===== config.mk =====
export PLATFORM = sky130hd
export DESIGN_NAME = imem_prefetch
export DESIGN_NICKNAME = d
export VERILOG_FILES = /design/src/rtl/imem_prefetch.sv
export SDC_FILE = /design/constraint.sdc
export NUM_CORES = 1
export LEC_CHECK = 0
export ABC_AREA = 1
export BUFFER_PORTS_ARGS = -buffer_cell sky130_fd_sc_hd__buf_2
export CORE_UTILIZATION = 30
export DETAILED_ROUTE_END_ITERATION = 6
export HOLD_SLACK_MARGIN = 0.12
export PLACE_DENSITY_LB_ADDON = 0.05
export SYNTH_ARGS = -nofsm -noshare
export SYNTH_HDL_FRONTEND = slang
export SYNTH_SLANG_ARGS = --single-unit

===== constraint.sdc =====
create_clock -name CLK -period 4.9 [get_ports CLK]
set_input_delay 1.47 -clock CLK [delete_from_list [all_inputs] [get_ports CLK]]
set_output_delay 1.47 -clock CLK [all_outputs]
set_load 0.01 [all_outputs]

===== src/rtl/imem_prefetch.sv =====
// Instruction prefetch buffer between the core fetch port and a request/grant
// instruction memory with in-order read responses. It runs ahead of the core on
// sequential addresses into a small circular buffer of tagged entries. When the
// core jumps, it flushes the buffer and discards responses that are still in flight.
module imem_prefetch #(
   parameter int DEPTH = 4
) (
   input  logic        CLK,
   input  logic        RST,
   input  logic [31:0] IADDR,
   output logic [31:0] IDATA,
   output logic        IVALID,
   output logic        MEM_REQ,
   output logic [31:0] MEM_ADDR,
   input  logic        MEM_GNT,
   input  logic        MEM_RVALID,
   input  logic [31:0] MEM_RDATA
);

   localparam int PW = (DEPTH > 1) ? $clog2(DEPTH) : 1;
   localparam int CW = PW + 1;
   localparam logic [CW-1:0] DEPTH_C = CW'(DEPTH);
   localparam logic [CW-1:0] ONE_C   = CW'(1);

   typedef enum logic [1:0] {
      ST_IDLE,
      ST_RUN,
      ST_DRAIN
   } state_t;

   state_t         state_q, state_d;
   logic [31:0]    fptr_q, fptr_d;
   logic [CW-1:0]  count_q, count_d;
   logic [CW-1:0]  nfill_q, nfill_d;
   logic [CW-1:0]  drop_q, drop_d;
   logic [PW-1:0]  head_q, head_d;
   logic [PW-1:0]  tail_q, tail_d;
   logic [PW-1:0]  fill_q, fill_d;
   logic [31:0]    ent_addr_q [DEPTH];
   logic [31:0]    ent_addr_d [DEPTH];
   logic [31:0]    ent_data_q [DEPTH];
   logic [31:0]    ent_data_d [DEPTH];
   logic [DEPTH-1:0] ent_filled_q, ent_filled_d;

   logic [CW-1:0]  unfilled;
   logic           head_filled;
   logic [31:0]    head_addr;
   logic [31:0]    head_next;
   logic           hit;
   logic           pop;
   logic           redirect;
   logic           grant;
   logic           fill_now;

   // Head-of-buffer decode: hit, pop and redirect detection against the core address.
   always_comb begin
      unfilled    = count_q - nfill_q;
      head_filled = (count_q != '0) && ent_filled_q[head_q];
      head_addr   = ent_addr_q[head_q];
      head_next   = head_addr + 32'd4;
      hit         = head_filled && (head_addr == IADDR);
      pop         = head_filled && (head_next == IADDR);
      if (count_q != '0) begin
         redirect = !((IADDR == head_addr) || pop);
      end else begin
         redirect = (IADDR != fptr_q);
      end
   end

   // Next-state, buffer update and output logic for the IDLE/RUN/DRAIN controller.
   always_comb begin
      state_d      = state_q;
      fptr_d       = fptr_q;
      count_d      = count_q;
      nfill_d      = nfill_q;
      drop_d       = drop_q;
      head_d       = head_q;
      tail_d       = tail_q;
      fill_d       = fill_q;
      ent_addr_d   = ent_addr_q;
      ent_data_d   = ent_data_q;
      ent_filled_d = ent_filled_q;
      grant        = 1'b0;
      fill_now     = 1'b0;
      MEM_REQ      = 1'b0;
      MEM_ADDR     = fptr_q;
      IVALID       = 1'b0;
      IDATA        = 32'h0;

      case (state_q)
         ST_IDLE: begin
            state_d = ST_RUN;
            fptr_d  = IADDR;
         end

         ST_RUN: begin
            IVALID = hit;
            IDATA  = hit ? ent_data_q[head_q] : 32'h0;
            if (redirect) begin
               fill_now     = MEM_RVALID && (unfilled != '0);
               drop_d       = unfilled - (fill_now ? ONE_C : '0);
               count_d      = '0;
               nfill_d      = '0;
               head_d       = '0;
               tail_d       = '0;
               fill_d       = '0;
               ent_filled_d = '0;
               fptr_d       = IADDR;
               state_d      = (drop_d != '0) ? ST_DRAIN : ST_RUN;
            end else begin
               MEM_REQ  = (count_q < DEPTH_C);
               grant    = MEM_REQ && MEM_GNT;
               fill_now = MEM_RVALID && (unfilled != '0);
               if (grant) begin
                  ent_addr_d[tail_q]   = fptr_q;
                  ent_filled_d[tail_q] = 1'b0;
                  tail_d               = tail_q + 1'b1;
                  fptr_d               = fptr_q + 32'd4;
               end
               if (fill_now) begin
                  ent_data_d[fill_q]   = MEM_RDATA;
                  ent_filled_d[fill_q] = 1'b1;
                  fill_d               = fill_q + 1'b1;
               end
               if (pop) begin
                  head_d = head_q + 1'b1;
               end
               count_d = count_q + (grant ? ONE_C : '0) - (pop ? ONE_C : '0);
               nfill_d = nfill_q + (fill_now ? ONE_C : '0) - (pop ? ONE_C : '0);
            end
         end

         ST_DRAIN: begin
            fptr_d = IADDR;
            if (MEM_RVALID && (drop_q != '0)) begin
               drop_d = drop_q - ONE_C;
               if (drop_q == ONE_C) begin
                  state_d = ST_RUN;
               end
            end
         end

         default: begin
            state_d = ST_IDLE;
         end
      endcase
   end

   // State register with synchronous reset of every control field and entry.
   always_ff @(posedge CLK) begin
      if (RST) begin
         state_q      <= ST_IDLE;
         fptr_q       <= 32'h0;
         count_q      <= '0;
         nfill_q      <= '0;
         drop_q       <= '0;
         head_q       <= '0;
         tail_q       <= '0;
         fill_q       <= '0;
         ent_filled_q <= '0;
         for (int i = 0; i < DEPTH; i++) begin
            ent_addr_q[i] <= 32'h0;
            ent_data_q[i] <= 32'h0;
         end
      end else begin
         state_q      <= state_d;
         fptr_q       <= fptr_d;
         count_q      <= count_d;
         nfill_q      <= nfill_d;
         drop_q       <= drop_d;
         head_q       <= head_d;
         tail_q       <= tail_d;
         fill_q       <= fill_d;
         ent_filled_q <= ent_filled_d;
         ent_addr_q   <= ent_addr_d;
         ent_data_q   <= ent_data_d;
      end
   end

endmodule


Word level (Yosys, flattened, before mapping)
Index checks and enable logic that the tools add are counted.

storage, ports and cells
  input bits = 68
  memories = 0
  memory bits (read-only) = 0
  register bits after elaboration = 309
  logic and storage cells = 140
  RAM bits = 0
  output and inout bits = 66
  latch bits = 0

cells by class
  magnitude comparators = 11
  div/mod/pow operators = 0
  add/sub/neg operators = 12
  muxes and demuxes = 51
  equality and inequality tests = 11
  shift-type cells = 0
  reduce and logical (&&, ||, !) cells = 31
  multipliers = 0
  bitwise logic cells = 7

operator list
  operator                                                   count
  two-way mux 32 bit                                         10
  bitwise mux 128 bit                                        2
  binary-select mux 32 bit (select 2 bit)                    2
  demux 32 bit (select 2 bit)                                2
  == test 32 bit                                             3
  adder 32 x 3 -> 32 bit (second input constant)             2
  case mux 32 bit (2 select lines)                           1
  != test 32 bit                                             1
  two-way mux 2 bit                                          10
  two-way mux 4 bit                                          5
  two-way mux 3 bit                                          4
  AND reduction 3 bit                                        4
  nonzero test 3 bit                                         4
  logical AND 1 bit                                          10
  two-way mux 1 bit                                          10
  nonzero test 2 bit                                         5
  greater-or-equal comparator 3 bit (second input constant)  3
  < comparator 2 x 3 -> 1 bit (second input constant)        3
  inverter 2 -> 3 bit                                        3
  subtractor 3 bit                                           3
  AND reduction 2 bit                                        4
  adder 2 x 1 -> 2 bit (second input constant)               3
  adder 3 x 1 -> 3 bit                                       2
  < comparator 3 x 1 -> 1 bit (second input constant)        2
  21 further kinds                                           25

Logic depth before layout (Yosys ltp)
  depth in word-level cells = 15
  depth in mapped cells = 29
  mapped depth without buffers = 26

Least setup slack after synthesis
No wires, ideal clock.

  kind = input to output
  from = input port IADDR[28]
  to = output port IDATA[0]
  required time = 3.430 ns
  setup slack = 0.186 ns
  path buffers = 1
  cell stages on the path = 11
  arrival = 3.244 ns
  cells stage by stage = inv_1 xor2_1 inv_1 nor2_1 nand4_1 nor3_1 nand2_1 nor3_1 inv_1 clkbuf_1 a211oi_1

between the ends
  word-level cells in the longest chain between the ends = 4

ends and longest elaborated chain
  what                RTL line  text
  start, declared     10        input logic [31:0] IADDR,
  == test 32 bit      61        hit = head_filled && (head_addr == IADDR);
  logical AND 1 bit   61
  two-way mux 32 bit  98        IDATA = hit ? ent_data_q[head_q] : 32'h0;
  two-way mux 32 bit  90        case (state_q)
  end, declared       11        output logic [31:0] IDATA,

Every way passes these cells.

Worst setup path in the final report
  from = register head_q[0]
  to = output port IDATA[11]

between the ends
  word-level cells in the longest chain between the ends = 8
  elaborated cells on any way between the ends = 14
  classes of those cells = eq/ne: 1; mux: 10; bitwise: 1; reduce/logical: 2

ends and longest elaborated chain
  what                                                   RTL line  text
  start, declared                                        36        logic [PW-1:0] head_q, head_d;
  start signal, assigned                                 157       head_q <= '0;
  start signal, assigned                                 171       head_q <= head_d;
  inverter 2 -> 3 bit (implied by the code)              59, 98
  binary-select mux 32 bit (select 2 bit)                59        head_addr = ent_addr_q[head_q];
  two-way mux 32 bit (implied by the code) (2 in a row)  59
  == test 32 bit                                         61
  logical AND 1 bit                                      61
  two-way mux 32 bit (*)                                 98
  two-way mux 32 bit (*)                                 90

Every way passes the cells marked *; elsewhere a longest branch is shown, timed or not. The select of a mux whose other input is x is not followed.

==> impl_metrics.json <==
{
  "period_needed_ns": 5.09,
  "grtUsageTotal_pct": 23.1,
  "clockRootBuffer": "clkbuf_16",
  "drt.antenna.violating_nets": 0,
  "clock_sinks": 309,
  "vdd_ir_drop_max_v": 0.000210,
  "setup_ws_ns": -0.193,
  "synth.avg_cell_area_um2": 6.09,
  "first_pass_iters": 5,
  "num_antenna_cells": 0,
  "ys.flop_type": "dfxtp_1",
  "holdPathEnd": "ent_addr_q[86]",
  "grt_pass1_vias": 18300,
  "detail_route.iter0.violations": 1288,
  "synth_warnings": 0,
  "wl_mm": 73.5,
  "yosys_register_bits": 309,
  "die_y_um": 249,
  "worst_pin_slew_ns": 1.19,
  "end_kind": "primary output",
  "drc": 0,
  "layout-drive-gt1-share_pct": 16.8,
  "port_buffers": 133,
  "violations": "setup timing",
  "critPathArrivalTime_ns": 3.62,
  "final_cell_mix": "nand2_1, nor2_1, dfxtp_1, inv_1, nand3_1",
  "drv_cap": 0,
  "final_area_um2": 22800,
  "reg2reg_setup_slack_ns": 0.30,
  "clockBufferDepth": 3,
  "chipWidth_um": 249,
  "synth_cells": 2997,
  "finalHoldViolCount": 0,
  "whs_ns": 0.460,
  "syn_to_final_growth_pct": 25.1,
  "grt_max_degree": 104,
  "fillers": 6505,
  "synth_seq_area_share_pct": 33.9,
  "placed_area_um2": 20500,
  "regArea_um2": 6190,
  "ios": 134,
  "r2r-end": "nfill_q[2]",
  "nets": 3255,
  "dpl.cell_count": 3882,
  "slew_headroom_pct": 20.5,
  "yosysUniqueCellTypes": 46,
  "core_area_um2": 60200,
  "critPathRequiredTime_ns": 3.43,
  "gr-total-overflow": 0,
  "crit_fanout": 8,
  "setup_violations": 33,
  "hold_depth": 2,
  "cts_tree": "built",
  "r2r-start": "head_q[0]",
  "routedWlPerCell_um": 18.5,
  "ff2ff_path_depth": 28,
  "p_leak_nw": 10.2,
  "finalMaxSlewViolations": 0,
  "routabilityCongestion": 0.896,
  "hpwl_mm": 49.0,
  "status": "finished, violations left",
  "final_cells": 3978,
  "tns_ns": -4.09,
  "worst_clock_skew_ns": 0.0376,
  "synth_edf_count": 0,
  "multi_input_area_um2": 10800,
  "initial_core_util_pct": 30.3,
  "die_area_um2": 61900,
  "numCtsBuffers": 40,
  "fin_crit_sh_pct": 104,
  "grt_antenna_before_repair": 0,
  "fmax_mhz": 196,
  "core.rowCount": 90,
  "synth_area_um2": 18300,
  "worst-setup-path-type": "flop to primary output",
  "rsz0062_at_grt": "true",
  "min_path_type": "flop to flop",
  "h-tree-depth": 2,
  "power.density_nw_per_um2": 269,
  "grt_pass1_wl_mm": 111,
  "clock_latency_ns": 0.59,
  "avgViaCountPerCell": 4.87,
  "cp-start-kind": "flop",
  "clk_pin_slew_ns": 0.06,
  "num_vias": 19400,
  "layout_commonest_cell": "nand2_1",
  "min_from": "ent_addr_q[86]",
  "ys_async_sr_fraction_pct": 0,
  "synth_fp_nets": 3088
}
-- worst max-delay path, cell delays in order (launching register included) --
cell and delay, ns:
dfxtp_4 0.45, buf_12 0.19, buf_6 0.14, nand2_1 0.05
nand3_1 0.09, nand2_2 0.10, buf_4 0.17, xor2_2 0.18
nand2_1 0.09, nor3_2 0.13, nand4_1 0.16, nor2_4 0.22
nand2_8 0.08, nor3_4 0.20, clkinv_4 0.17, buf_12 0.20
a211oi_4 0.22, buf_2 0.17
-- cells by family after synthesis --
family                   share of synthesized area [%]
flip-flops                                        33.9
AO/OA/AOI/OAI                                     9.50
buffers and inverters                             10.7
XOR/XNOR                                          4.03
AND/OR/NAND/NOR                                   40.2
adder cells (fa/ha/maj)                           1.70
-- cell usage after synthesis (2+ instances only) --
cell type / n / area, µm²
nand2_1: 996 / 3740
nor2_1: 412 / 1550
dfxtp_1: 309 / 6190
inv_1: 277 / 1040
nand3_1: 273 / 1370
a21oi_1: 213 / 1070
clkbuf_1: 134 / 503
nand4_1: 54 / 338
xor2_1: 54 / 473
o21ai_0: 47 / 235
a211oi_1: 33 / 248
buf_2: 31 / 155
xnor2_1: 30 / 263
ha_1: 20 / 250
nor3_1: 16 / 80.1
buf_4: 12 / 90.1
buf_1: 10 / 37.5
buf_6: 10 / 113
nand3b_1: 8 / 60.1
nor4_1: 5 / 31.3
inv_2: 4 / 15.0
nand2_2: 4 / 25.0
nand3_2: 4 / 40.0
nor2_2: 4 / 25.0
o2111ai_1: 4 / 35.0
fa_1: 3 / 60.1
o21bai_1: 3 / 22.5
o22ai_1: 3 / 18.8
o2bb2ai_1: 3 / 26.3
or2_2: 3 / 18.8
and3_1: 2 / 12.5
clkinv_1: 2 / 7.51
-- metrics by stage --
step                util (%)  worst slack (ns)  power (mW)
finish                  37.9            -0.193        6.14
global route            37.9            -0.426        6.39
CTS                     37.2            -0.280        6.24
detailed placement      34.0            -0.489        3.10
global placement        34.0            -0.357        3.10
floorplan                  -             0.186        2.85
-- worst max path at each step --
stage                           end  startpoint
after floorplan            IDATA[0]   IADDR[28]
final                     IDATA[11]   head_q[0]
after global routing      IDATA[29]   head_q[0]
after detailed placement   IDATA[4]   IADDR[25]
after global placement     IDATA[6]   IADDR[25]
after CTS                 IDATA[15]   head_q[0]
-- flip-flops by register name, indices dropped and copies added (netlist names) --
name and cells:
MEM_ADDR 32, ent_filled_q 4, drop_q 3, count_q 3, ent_data_q 128, head_q 2
nfill_q 3, ent_addr_q 128, fill_q 2, tail_q 2, state_q 2
-- metal layers --
layer	track usage, %	share of wire (%)	vias to the layer above
met5	0	0	-
met4	6.48	2.5	0
met3	3.39	4.6	87
met2	38.2	47	446
met1	31.0	46	9107
li1	-	-	9738
-- timing repair --
item,in CTS,in global routing
setup endpoints to repair,34,36
cloned,6,4
buffers inserted,5,9
hold buffers,0,0
pin swaps,6,24
resized for setup,78,91
-- report_power, final --
group          switching, mW  leakage (nW)  internal (mW)
Clock                   1.25         0.663           1.82
Combinational          0.320          7.04          0.175
Sequential            0.0530          2.50           2.53
Total                   1.62          10.2           4.52
-- final cells by class --
class / instances / share of cell area [%]
Multi-Input combinational cell: 2208 / 47.1
Sequential cell: 309 / 27.1
Timing Repair Buffer: 321 / 10.7
Tap cell: 782 / 4.28
Clock buffer: 63 / 5.29
Timing Repair inverter: 1 / 0.0383
Clock inverter: 11 / 0.717
Inverter: 283 / 4.76
(Power assumes the default switching activity.)
